## src/rtl/wb_pkg.sv

```systemverilog
// Writeback queue shared definitions.
// Default geometry and the queued writeback entry layout.
package wb_pkg;

    localparam int WB_DATA_WIDTH    = 18;
    localparam int WB_VECTOR_SIZE   = 8;
    localparam int WB_ADDRESS_WIDTH = 4;
    localparam int WB_DEPTH         = 4;

    typedef struct packed {
        logic                                     isVector;
        logic [WB_ADDRESS_WIDTH-1:0]              address;
        logic [WB_DATA_WIDTH-1:0]                 scalarData;
        logic [WB_VECTOR_SIZE*WB_DATA_WIDTH-1:0]  vectorData;
    } wb_entry_t;

endpackage

```

## src/rtl/wb_fifo.sv

```systemverilog
// Circular buffer of writeback entries with occupancy count.
// Exposes every slot plus an occupied mask for hazard lookup.
module wb_fifo
    import wb_pkg::*;
#(
    parameter type T     = wb_entry_t,
    parameter int  DEPTH = WB_DEPTH,
    parameter int  CW    = $clog2(DEPTH + 1)
) (
    input  logic             clock,
    input  logic             reset,
    input  logic             push,
    input  T                 pushData,
    input  logic             pop,
    output T                 head,
    output T                 entries [DEPTH],
    output logic [DEPTH-1:0] occupied,
    output logic [CW-1:0]    count,
    output logic             full,
    output logic             empty
);

    localparam int PW = $clog2(DEPTH);

    T               mem [DEPTH];
    logic [PW-1:0]  rdPtr;
    logic [PW-1:0]  wrPtr;

    always_ff @(posedge clock) begin
        if (!reset) begin
            rdPtr <= '0;
            wrPtr <= '0;
            count <= '0;
        end else begin
            if (push) wrPtr <= wrPtr + 1'b1;
            if (pop)  rdPtr <= rdPtr + 1'b1;
            if (push && !pop)
                count <= count + 1'b1;
            else if (pop && !push)
                count <= count - 1'b1;
        end
    end

    // Storage is deliberately left unreset.
    always_ff @(posedge clock) begin
        if (push) mem[wrPtr] <= pushData;
    end

    for (genvar i = 0; i < DEPTH; i++) begin : g_occ
        logic [PW-1:0] offset;
        assign offset      = PW'(i) - rdPtr;
        assign occupied[i] = CW'(offset) < count;
    end

    assign entries = mem;
    assign head    = mem[rdPtr];
    assign full    = count == CW'(DEPTH);
    assign empty   = count == '0;

endmodule

```

## src/rtl/writeback_queue.sv

```systemverilog
// Two-source writeback queue feeding the register-file write ports.
// Round-robin intake, in-order drain, hazard lookup over queued entries.
module writeback_queue
    import wb_pkg::*;
#(
    parameter int DATA_WIDTH    = WB_DATA_WIDTH,
    parameter int VECTOR_SIZE   = WB_VECTOR_SIZE,
    parameter int ADDRESS_WIDTH = WB_ADDRESS_WIDTH,
    parameter int DEPTH         = WB_DEPTH,
    parameter int VW            = VECTOR_SIZE * DATA_WIDTH,
    parameter int CW            = $clog2(DEPTH + 1)
) (
    input  logic                     clock,
    input  logic                     reset,
    input  logic                     exValid,
    output logic                     exReady,
    input  logic                     exIsVector,
    input  logic [ADDRESS_WIDTH-1:0] exAddress,
    input  logic [DATA_WIDTH-1:0]    exScalarData,
    input  logic [VW-1:0]            exVectorData,
    input  logic                     memValid,
    output logic                     memReady,
    input  logic                     memIsVector,
    input  logic [ADDRESS_WIDTH-1:0] memAddress,
    input  logic [DATA_WIDTH-1:0]    memScalarData,
    input  logic [VW-1:0]            memVectorData,
    input  logic                     stall,
    input  logic                     queryIsVector,
    input  logic [ADDRESS_WIDTH-1:0] queryAddress1,
    input  logic [ADDRESS_WIDTH-1:0] queryAddress2,
    output logic                     queryPending1,
    output logic                     queryPending2,
    output logic                     writeEnableScalar,
    output logic                     writeEnableVector,
    output logic [ADDRESS_WIDTH-1:0] writeAddress,
    output logic [DATA_WIDTH-1:0]    writeScalarData,
    output logic [VW-1:0]            writeVectorData,
    output logic [CW-1:0]            count
);

    typedef struct packed {
        logic                     isVector;
        logic [ADDRESS_WIDTH-1:0] address;
        logic [DATA_WIDTH-1:0]    scalarData;
        logic [VW-1:0]            vectorData;
    } entry_t;

    entry_t           pushData;
    entry_t           head;
    entry_t           entries [DEPTH];
    logic [DEPTH-1:0] occupied;
    logic             full;
    logic             empty;
    logic             lastWasEx;
    logic             grantEx;
    logic             grantMem;
    logic             exFire;
    logic             memFire;
    logic             pop;

    // Reset leaves lastWasEx set so memory wins the first tie.
    always_ff @(posedge clock) begin
        if (!reset)
            lastWasEx <= 1'b1;
        else if (exFire)
            lastWasEx <= 1'b1;
        else if (memFire)
            lastWasEx <= 1'b0;
    end

    assign grantMem = memValid && (!exValid || lastWasEx);
    assign grantEx  = exValid && (!memValid || !lastWasEx);
    assign exReady  = reset && !full && grantEx;
    assign memReady = reset && !full && grantMem;
    assign exFire   = exReady && exValid;
    assign memFire  = memReady && memValid;

    always_comb begin
        pushData = '{exIsVector, exAddress, exScalarData, exVectorData};
        if (memFire)
            pushData = '{memIsVector, memAddress, memScalarData, memVectorData};
    end

    assign pop               = reset && !empty && !stall;
    assign writeEnableVector = pop && head.isVector;
    assign writeEnableScalar = pop && !head.isVector;
    assign writeAddress      = head.address;
    assign writeScalarData   = head.scalarData;
    assign writeVectorData   = head.vectorData;

    always_comb begin
        queryPending1 = 1'b0;
        queryPending2 = 1'b0;
        for (int i = 0; i < DEPTH; i++) begin
            if (reset && occupied[i]
                && entries[i].isVector == queryIsVector) begin
                if (entries[i].address == queryAddress1)
                    queryPending1 = 1'b1;
                if (entries[i].address == queryAddress2)
                    queryPending2 = 1'b1;
            end
        end
    end

    wb_fifo #(
        .T     (entry_t),
        .DEPTH (DEPTH),
        .CW    (CW)
    ) u_fifo (
        .clock    (clock),
        .reset    (reset),
        .push     (exFire || memFire),
        .pushData (pushData),
        .pop      (pop),
        .head     (head),
        .entries  (entries),
        .occupied (occupied),
        .count    (count),
        .full     (full),
        .empty    (empty)
    );

endmodule

```

## config.mk

```make
export PLATFORM = sky130hd
export DESIGN_NAME = writeback_queue
export DESIGN_NICKNAME = d
export VERILOG_FILES = /design/src/rtl/wb_pkg.sv /design/src/rtl/wb_fifo.sv /design/src/rtl/writeback_queue.sv
export SDC_FILE = /design/constraint.sdc
export NUM_CORES = 1
export LEC_CHECK = 0
export CELL_PAD_IN_SITES_DETAIL_PLACEMENT = 0
export CELL_PAD_IN_SITES_GLOBAL_PLACEMENT = 1
export CORE_ASPECT_RATIO = 2
export CORE_MARGIN = 5
export CORE_UTILIZATION = 45
export DETAILED_ROUTE_END_ITERATION = 10
export PLACE_DENSITY = 0.77
export SYNTH_ARGS = -nofsm -noshare
export SYNTH_HDL_FRONTEND = slang
export SYNTH_SLANG_ARGS = --single-unit
```

## constraint.sdc

```tcl
create_clock -name clock -period 9.2 [get_ports clock]
set_input_delay 2.3 -clock clock [delete_from_list [all_inputs] [get_ports clock]]
set_output_delay 2.3 -clock clock [all_outputs]
set_load 0.03 [all_outputs]
```

==> flow_metrics.tcl, run 1 <==
set metrics [dict create \
    status "completed" \
    power_mw 9.29 \
    worst_slack_ns 2.14 \
    switchingPower_mw 2.79 \
    cts_buffers 57 \
    pwr-share-seq_pct 42.0 \
    clk_pin_slew_worst_paths_ns 0.07 \
    synth_seq_area_share_pct 74.5 \
    synth_area_leaders "edfxtp_1 (74%), mux4_2 (14%), mux2_1 (4.1%)" \
    hold_viol_final 0 \
    cp_max_fo 11 \
    nFillCells 4425 \
    cts_hold_buf 0 \
    dieHeight_microns 357 \
    ys_types 35 \
    place_area_sq_um 33100 \
    min_period_ns 7.06 \
    dieWidth_microns 184 \
    cp.buffers_inverters 3 \
    hold_start "lastWasEx" \
    via_per_inst 5.42 \
    fin_hold_ws_ns 0.570 \
    cp_slowest_cell "clkdlybuf4s50_1" \
    synth_top_area_cell "edfxtp_1" \
    fin_crit_sh_pct 76.7 \
    hpwl_microns 41400 \
    route.detailed.wl_per_inst_microns 24.8 \
    async_flop_share_pct 0 \
    grtUsageTotal_pct 18.7 \
    syn2layout_area_growth_pct 29.0 \
    critPathKind "in -> out" \
    nNetsFinal 2079 \
    vias 13800 \
    pre_cts_slack_ns 2.18 \
    drt_iter0_drc 741 \
    num_rows 127 \
    r2r-start "u_fifo.count[2]" \
    fmax_mhz 142 \
    crit_chain "clkdlybuf4s50_1 -> inv_1 -> a2111oi_0 -> nand2_1 -> nand4_1 -> clkdlybuf4s50_1" \
    grt_pass1_wl_microns 93100 \
    multiInputGateArea_sq_um 6490 \
    comb_power_share_pct 31.7 \
    cp-startpoint "reset" \
    critPathTopFamily "buffers and inverters" \
    dp.cells 2436 \
    clockPowerShare_pct 26.3 \
    cts_resized 0 \
    cts.path.max_buffers 3 \
    grt-ovfl-total 0 \
    ys.flop_type "edfxtp_1" \
    synth-edff-count 668 \
    tightest_slew_ns 1.24 \
    power_density_nw_per_um2 265 \
    yosys_warnings 0 \
    internal_power_mw 6.49 \
    wl_microns 63000 \
    clkLatencyLatePin_ns 0.59 \
    hold_class "reg -> reg" \
    worst_setup_path_end_kind "primary output" \
    syn-cell-area_sq_um 27200 \
    initial_core_util_pct 45.3 \
    slew_headroom_pct 17.4 \
    syn-num-nets 1545 \
    drtAntennaViolNets 0 \
    drc 0 \
    grt_start_max_net_pins 168 \
    fp.coreArea_sq_um 59900 \
    critPathMostFrequentCell "clkdlybuf4s50_1" \
    grt_pass1_vias 15200 \
    slowest_delay_ns 0.69 \
    port_buffers 522 \
    cp_data_arrival_time_ns 4.76 \
    die_area_sq_um 65600 \
    final_max_slew_viol_count 0 \
    fin_skew_ns 0.0121 \
    synth_cells 1187 \
    finalSetupTns_ns 0 \
    avgSynthCellArea_sq_um 22.9 \
    required_ns 6.90 \
    yosys_register_bits 676 \
    fin_util_pct 58.5 \
    htree_levels 2 \
    power.leakage_nw 11.2 \
    clock_sinks 676 \
    ir_worst_vdd_v 0.000175 \
    rsz0062_at_grt "no" \
    fin_area_sq_um 35000 \
    synth_top_area_share_pct 73.9 \
    antenna_found_initial 2 \
    sw_frac_of_total_pct 30.1 \
    fin_cells 2544 \
    io_pins 523 \
    final-setup-viol-count 0 \
    cp-start-kind "input port" \
    maxCapViolCount 0 \
    root_buffer "clkbuf_16" \
    dr.pass1.iters 4 \
    cts_setup_buffers 0 \
    seqCellArea_sq_um 20200 \
    tritoncts "yes" \
    drive_above_1_share_pct 19.3 \
    gp_congestion 0.810 \
]
-- cells by family (layout without fill, tap and decap cells) --
| logic type | Yosys count | count (layout) | synth area share, % |
|---|---|---|---|
| and+or+nand+nor | 38 | 38 | 0.765 |
| muxes | 336 | 336 | 20.9 |
| buffers and inverters | 72 | 653 | 1.66 |
| xor gates and xnor gates | 41 | 41 | 1.32 |
| adders and majority gates | 10 | 10 | 0.488 |
| AOI/OAI and AO/OA | 14 | 14 | 0.442 |
| other | 0 | 2 | 0 |
| DFF | 676 | 676 | 74.5 |
-- worst reg2reg max path, delay by kind of cell, from the launching register on --
| family | cells | cell delay (ns) |
|---|---|---|
| buf+inv | 3 | 2.17 |
| mux | 1 | 0.55 |
| compound gates | 1 | 0.15 |
| flops | 1 | 0.48 |
| simple gates | 1 | 0.45 |
-- flip-flops by register name, summed over array words and instances, names as in the netlist --
name,cells
lastWasEx,1
u_fifo.entries,668
u_fifo.count,3
u_fifo.rdPtr,2
u_fifo.wrPtr,2
-- final timing paths --
| check | endpoint | slack [ns] | cells past startpoint |
|---|---|---|---|
| hold reg to reg | lastWasEx | 0.57 | 1 |
| setup / recovery | queryPending1 | 2.14 | 6 |
| setup reg to reg | u_fifo.entries[664] | 5.13 | 6 |
| hold / removal | lastWasEx | 0.57 | 1 |
-- layer usage --
metal / up-vias / GRT usage [%] / routed length [microns]
li1: 6038 / - / -
met1: 7158 / 22.0 / 22900
met2: 521 / 34.1 / 34300
met3: 79 / 4.64 / 4650
met4: 0 / 4.85 / 1230
met5: - / 0 / 0
-- cell usage in the layout, fill, tap and decap left out, types with 3 or more instances in the layout --
cell | Yosys | layout
clkbuf_16 | 0 | 59
ha_1 | 9 | 9
xor2_1 | 38 | 38
clkbuf_1 | 17 | 11
bufinv_16 | 0 | 8
clkinvlp_4 | 0 | 4
mux2_1 | 100 | 100
inv_1 | 13 | 13
buf_12 | 0 | 5
buf_4 | 5 | 7
dfxtp_1 | 8 | 6
nand4_1 | 3 | 3
nor4_1 | 8 | 8
clkdlybuf4s50_1 | 0 | 522
xnor2_1 | 3 | 3
and2_4 | 0 | 4
clkinv_2 | 0 | 13
nor2_1 | 7 | 7
clkinv_1 | 0 | 8
nand3_1 | 6 | 6
edfxtp_1 | 668 | 668
a211oi_1 | 3 | 3
mux4_2 | 167 | 167
mux2_2 | 67 | 67
nand2_1 | 5 | 5
-- cell usage after synthesis, types with 2 or more instances --
cell type	count
a2111oi_0	2
buf_1	6
nor4_1	8
edfxtp_1	668
o211ai_1	2
buf_8	11
nand2_1	5
xor2_1	38
clkbuf_1	17
nand3_1	6
dfxtp_1	8
inv_1	13
buf_6	2
or3_1	2
mux2_2	67
buf_2	18
and2_1	4
a211oi_1	3
buf_4	5
nand4_1	3
mux2_1	100
mux4_2	167
mux2i_1	2
a21oi_1	2
xnor2_1	3
o21ai_0	2
nor2_1	7
ha_1	9
-- layout make-up --
class / count / area share, %
Tap cell: 774 / 2.76
Timing Repair Buffer: 534 / 15.4
Clock buffer: 70 / 4.33
Antenna cell: 2 / 0.0143
Clock inverter: 36 / 1.12
Sequential cell: 676 / 57.7
Inverter: 13 / 0.139
Multi-Input combinational cell: 439 / 18.5
-- power by group through the flow --
| stage | combinational [mW] | sequential (mW) | clock (mW) |
|---|---|---|---|
| 2_1_floorplan | 1.84 | 3.95 | 0 |
| 3_3_place_gp | 2.98 | 3.95 | 0 |
| 3_5_place_dp | 3.00 | 3.97 | 0 |
| 4_1_cts | 3.01 | 3.90 | 2.51 |
| 5_1_grt | 3.11 | 3.92 | 2.63 |
| 6_report | 2.94 | 3.90 | 2.44 |
Power figures use the tool's default switching activity.
==> inputs of run 2 (changes only) <==
- CORE_UTILIZATION: 45 -> 41
- PLACE_DENSITY: 0.77 -> 0.74
- clock period: 9.2 -> 5.95 ns (I/O delays scaled with it)
==> run 2 against run 1 <==
Net effect:
- cell count is 4.0% higher
- worst setup slack worse by 1.5 ns
- via count is 1.8% lower
- routed wire length grew 0.16%
- hold slack lost 0.0015 ns
- count of clock-buffer cells in the layout decreased by 1
- largest cell class unchanged
==> flow_metrics.tcl, run 2 (synthesis results as in run 1) <==
set metrics [dict create \
    clk_pin_slew_worst_paths_ns 0.07 \
    tritoncts "yes" \
    htree_levels 2 \
    regToRegSetupSlack_ns 2.51 \
    comb_power_share_pct 32.3 \
    min_period_ns 5.28 \
    cp_max_fo 7 \
    cts_resized 0 \
    vias 13600 \
    clock_sinks 676 \
    final_max_slew_viol_count 0 \
    initial_core_util_pct 41.3 \
    hold_class "reg -> reg" \
    largest_reg_flops 668 \
    cts_setup_buffers 0 \
    fin_skew_ns 0.0227 \
    num_rows 133 \
    critPathKind "in -> out" \
    wl_microns 63100 \
    syn2layout_area_growth_pct 29.5 \
    maxCapViolCount 0 \
    tightest_slew_ns 1.04 \
    nNetsFinal 2082 \
    clockPowerShare_pct 25.7 \
    fin_cells 2645 \
    place_area_sq_um 33400 \
    dp.cells 2544 \
    drive_above_1_share_pct 19.0 \
    dieHeight_microns 374 \
    hpwl_microns 42100 \
    grt_pass1_vias 15100 \
    hold_start "lastWasEx" \
    cts_buffers 55 \
    layout_commonest_cell "edfxtp_1" \
    port_buffers 522 \
    fp.coreArea_sq_um 65700 \
    worst_setup_path_end_kind "primary output" \
    r2r-start "u_fifo.count[2]" \
    grtUsageTotal_pct 17.3 \
    cts.path.max_buffers 3 \
    switchingPower_mw 4.30 \
    final_cell_mix "edfxtp_1 (668), clkdlybuf4s50_1 (522), mux4_2 (167), mux2_1 (100), mux2_2 (67)" \
    cp-start-kind "input port" \
    final-setup-viol-count 0 \
    route.detailed.wl_per_inst_microns 23.9 \
    drtAntennaViolNets 0 \
    drt_iter0_drc 559 \
    power.leakage_nw 11.2 \
    gp_congestion 0.785 \
    slew_headroom_pct 30.8 \
    clkLatencyLatePin_ns 0.60 \
    dr.pass1.iters 5 \
    die_area_sq_um 71800 \
    fin_area_sq_um 35200 \
    root_buffer "clkbuf_16" \
    antenna_found_initial 6 \
    grt_start_max_net_pins 103 \
    rr_endpoint "u_fifo.entries[599]" \
    pwr-share-seq_pct 42.0 \
    drc 0 \
    min_to "lastWasEx" \
    grt_pass1_wl_microns 93800 \
    holdPathStages 1 \
    io_pins 523 \
    cp_data_arrival_time_ns 3.79 \
    internal_power_mw 9.96 \
    dieWidth_microns 192 \
    power_density_nw_per_um2 405 \
    grt-ovfl-total 0 \
    ir_worst_vdd_v 0.000288 \
    rsz0062_at_grt "no" \
    fmax_mhz 189 \
    sw_frac_of_total_pct 30.2 \
    r2r_cells 5 \
    status "completed" \
    cts_hold_buf 0 \
    hold_viol_final 0 \
    finalSetupTns_ns 0 \
    fin_crit_sh_pct 88.7 \
    via_per_inst 5.12 \
    required_ns 4.46 \
]
run 2: cell count changes in the layout (fill, tap and decap cells not counted), sizes merged:
cell and change:
diode -1, buf +5, inv +2, clkbuf -1, clkinv -4, clkinvlp -3
run 2: per-stage QoR:
step           util, %  power [mW]  hold slack [ns]  worst slack, ns
2_1_floorplan        -        8.92            0.514             1.56
3_5_place_dp      50.7        10.8            0.548            0.703
5_1_grt           53.5        14.9            0.605            0.438
3_3_place_gp      50.7        10.7            0.536            0.677
6_report          53.5        14.3            0.569            0.673
4_1_cts           53.5        14.5            0.568            0.686
run 2: worst max path at each step:
stage	start	endpoint	slack [ns]	cells past startpoint
floorplan	memValid	u_fifo.entries[0]	1.56	3
global placement	reset	queryPending1	0.68	6
detailed placement	reset	queryPending1	0.70	6
CTS	reset	queryPending1	0.69	6
global route	reset	queryPending1	0.44	6
finish	reset	queryPending1	0.67	6
run 2: layer usage:
| metal | wire length, microns | GRT usage [%] | vias up | part of all wire [%] |
|---|---|---|---|---|
| li1 | - | - | 6045 | - |
| met1 | 22800 | 19.6 | 6928 | 36 |
| met2 | 33300 | 30.9 | 479 | 53 |
| met3 | 5140 | 5.15 | 94 | 8.1 |
| met4 | 1920 | 5.55 | 6 | 3.0 |
| met5 | 34 | 0 | - | 0.054 |
run 2: final cells by class:
cell class	instances	area (sq um)
Sequential cell	676	20200
Inverter	13	48.8
Fill cell	5115	30600
Tap cell	877	1100
Clock buffer	69	1430
Multi-Input combinational cell	439	6490
Timing Repair Buffer	539	5490
Antenna cell	1	2.50
Clock inverter	31	373
run 2: power by group through the flow:
stage	clock network (mW)	logic, mW	registers, mW
after global routing	3.95	4.89	6.02
after detailed placement	0	4.70	6.10
after floorplan	0	2.85	6.07
final	3.67	4.60	5.98
after CTS	3.77	4.73	5.99
after global placement	0	4.67	6.06
run 2: critical path, cell delays in order:
cell,delay (ns)
clkdlybuf4s50_1,0.62
inv_1,0.16
a2111oi_0,0.60
nand2_1,0.10
nand4_1,0.13
clkdlybuf4s50_1,0.68
==> inputs of run 3 (changes only) <==
- CTS_CLUSTER_SIZE: unset -> 30
==> results of run 3 <==
Same layout as run 2: the final DEF is identical, and so are final timing and power.
==> patch (flow settings as in run 2) <==
The package constant `WB_DATA_WIDTH` goes from 18 to 9.
--- a/src/rtl/wb_pkg.sv
+++ b/src/rtl/wb_pkg.sv
@@ -4,3 +4,3 @@
 
-    localparam int WB_DATA_WIDTH    = 18;
+    localparam int WB_DATA_WIDTH    = 9;
     localparam int WB_VECTOR_SIZE   = 8;
Ports: changed (6 resized); port bits go from 523 to 280. The function was not compared with the original's and may differ.
==> patch against run 2 <==
Synthesized area fell by 46%. Cell count fell by 46%. Routed wire length fell by 50%. Fmax rose by 0.20%. Clock skew fell by 7.6 ps. Final area fell by 46%. Total power fell by 46%. Setup slack improved by 11 ps. Sequential cell count fell by 324. Largest cell class unchanged. Largest power group unchanged.
==> patch: results (changes against run 2) <==
| Metric | Value |
|---|---|
| Status | `finished clean` |
| Post-synth EDFFs | `344 (-49%)` |
| Multi-input gate area in the final layout | `3830 um^2 (-41%)` |
| Routed WL | `31.6 mm (-50%)` |
| First-pass GRT wire length | `47.2 mm (-50%)` |
| Peak fanout along the critical path | `14 (+7)` |
| Largest cells by area after synthesis | `edfxtp_1 (71%), mux4_2 (13%), mux2_2 (5.3%), xor2_1 (2.3%), mux2_4 (1.9%)` |
| Seq/total area | `0.555 (-0.0202)` |
| Data buffer area share | `0.155 (-0.00120)` |
| Port Buf Inserts | `279 (-47%)` |
| Fillers | `2786 (-46%)` |
| Detailed-route via count | `7299 (-46%)` |
| Largest register FFs | `344 (-49%)` |
| Clk_buf instances | `35 (-49%)` |
| Largest net degree at the start of global routing | `60 (-42%)` |
| Synthesized area per cell | `21.6 um^2 (-5.6%)` |
| H-tree Lvls | `1 (-1)` |
| P_leak | `6.14 nW (-45%)` |
| Post-DP HPWL | `21.0 mm (-50%)` |
| Number of DRC markers in iteration 0 | `317 (-43%)` |
| Non-CTS buffers | `289 (-46%)` |
| DR pass1 iterations | `4 (-1)` |
| Multi-input gates | `278 (-37%)` |
| Vias in the first global route | `7881 (-48%)` |
| Gpl congestion | `0.795 (+1.2%)` |
| Clock-cell share | `0.0553 (+0.00407)` |
| Initial antenna violation count | `0 (-6)` |
-- patch: critical path: stages --
cell	delay, ps
clkdlybuf4s50_1	530
inv_1	240
a2111oi_0	610
nand2_1	120
nand4_1	120
clkdlybuf4s50_1	670
-- patch: cells by family after synthesis --
group / after synthesis / share of synthesized area
xor gates and xnor gates: 41 / 0.0247
buffers and inverters: 44 / 0.0168
DFF: 352 / 0.721
adders and majority gates: 10 / 0.00911
AOI/OAI and AO/OA: 14 / 0.00782
and+or+nand+nor: 39 / 0.0153
muxes: 174 / 0.206
-- patch: path summary, 6_finish.rpt --
check,start,endpoint,slack (ps)
worst max-delay path,reset,queryPending1,680
worst min-delay path,lastWasEx$_SDFFE_PP1N_,lastWasEx$_SDFFE_PP1N_,560
worst max register to register,u_fifo.count[2]$_SDFFE_PN0P_,u_fifo.entries[257]$_DFFE_PP_,2970
worst min register to register,lastWasEx$_SDFFE_PP1N_,lastWasEx$_SDFFE_PP1N_,560
-- patch: per-layer routing --
metal  part of all wire  up-vias  GRT usage
li1                   -     3355          -
met1               0.34     3716      0.171
met2               0.59      195      0.310
met3              0.051       33     0.0265
met4              0.020        0     0.0428
met5                  0        -          0
-- patch: through the flow --
stage | hold WS [ps] | worst slack [ps] | instance area [um^2]
2_1_floorplan | 514 | 1230 | 14600
3_3_place_gp | 539 | 698 | 17900
3_5_place_dp | 542 | 672 | 17900
4_1_cts | 561 | 667 | 18900
5_1_grt | 589 | 507 | 18900
6_report | 564 | 683 | 18900
-- patch: report_power, final --
part	total (mW)	switching, mW	internal, mW
logic	2.56	1.39	1.17
clock network	2.04	0.852	1.19
registers	3.16	0.104	3.05
total	7.76	2.35	5.41
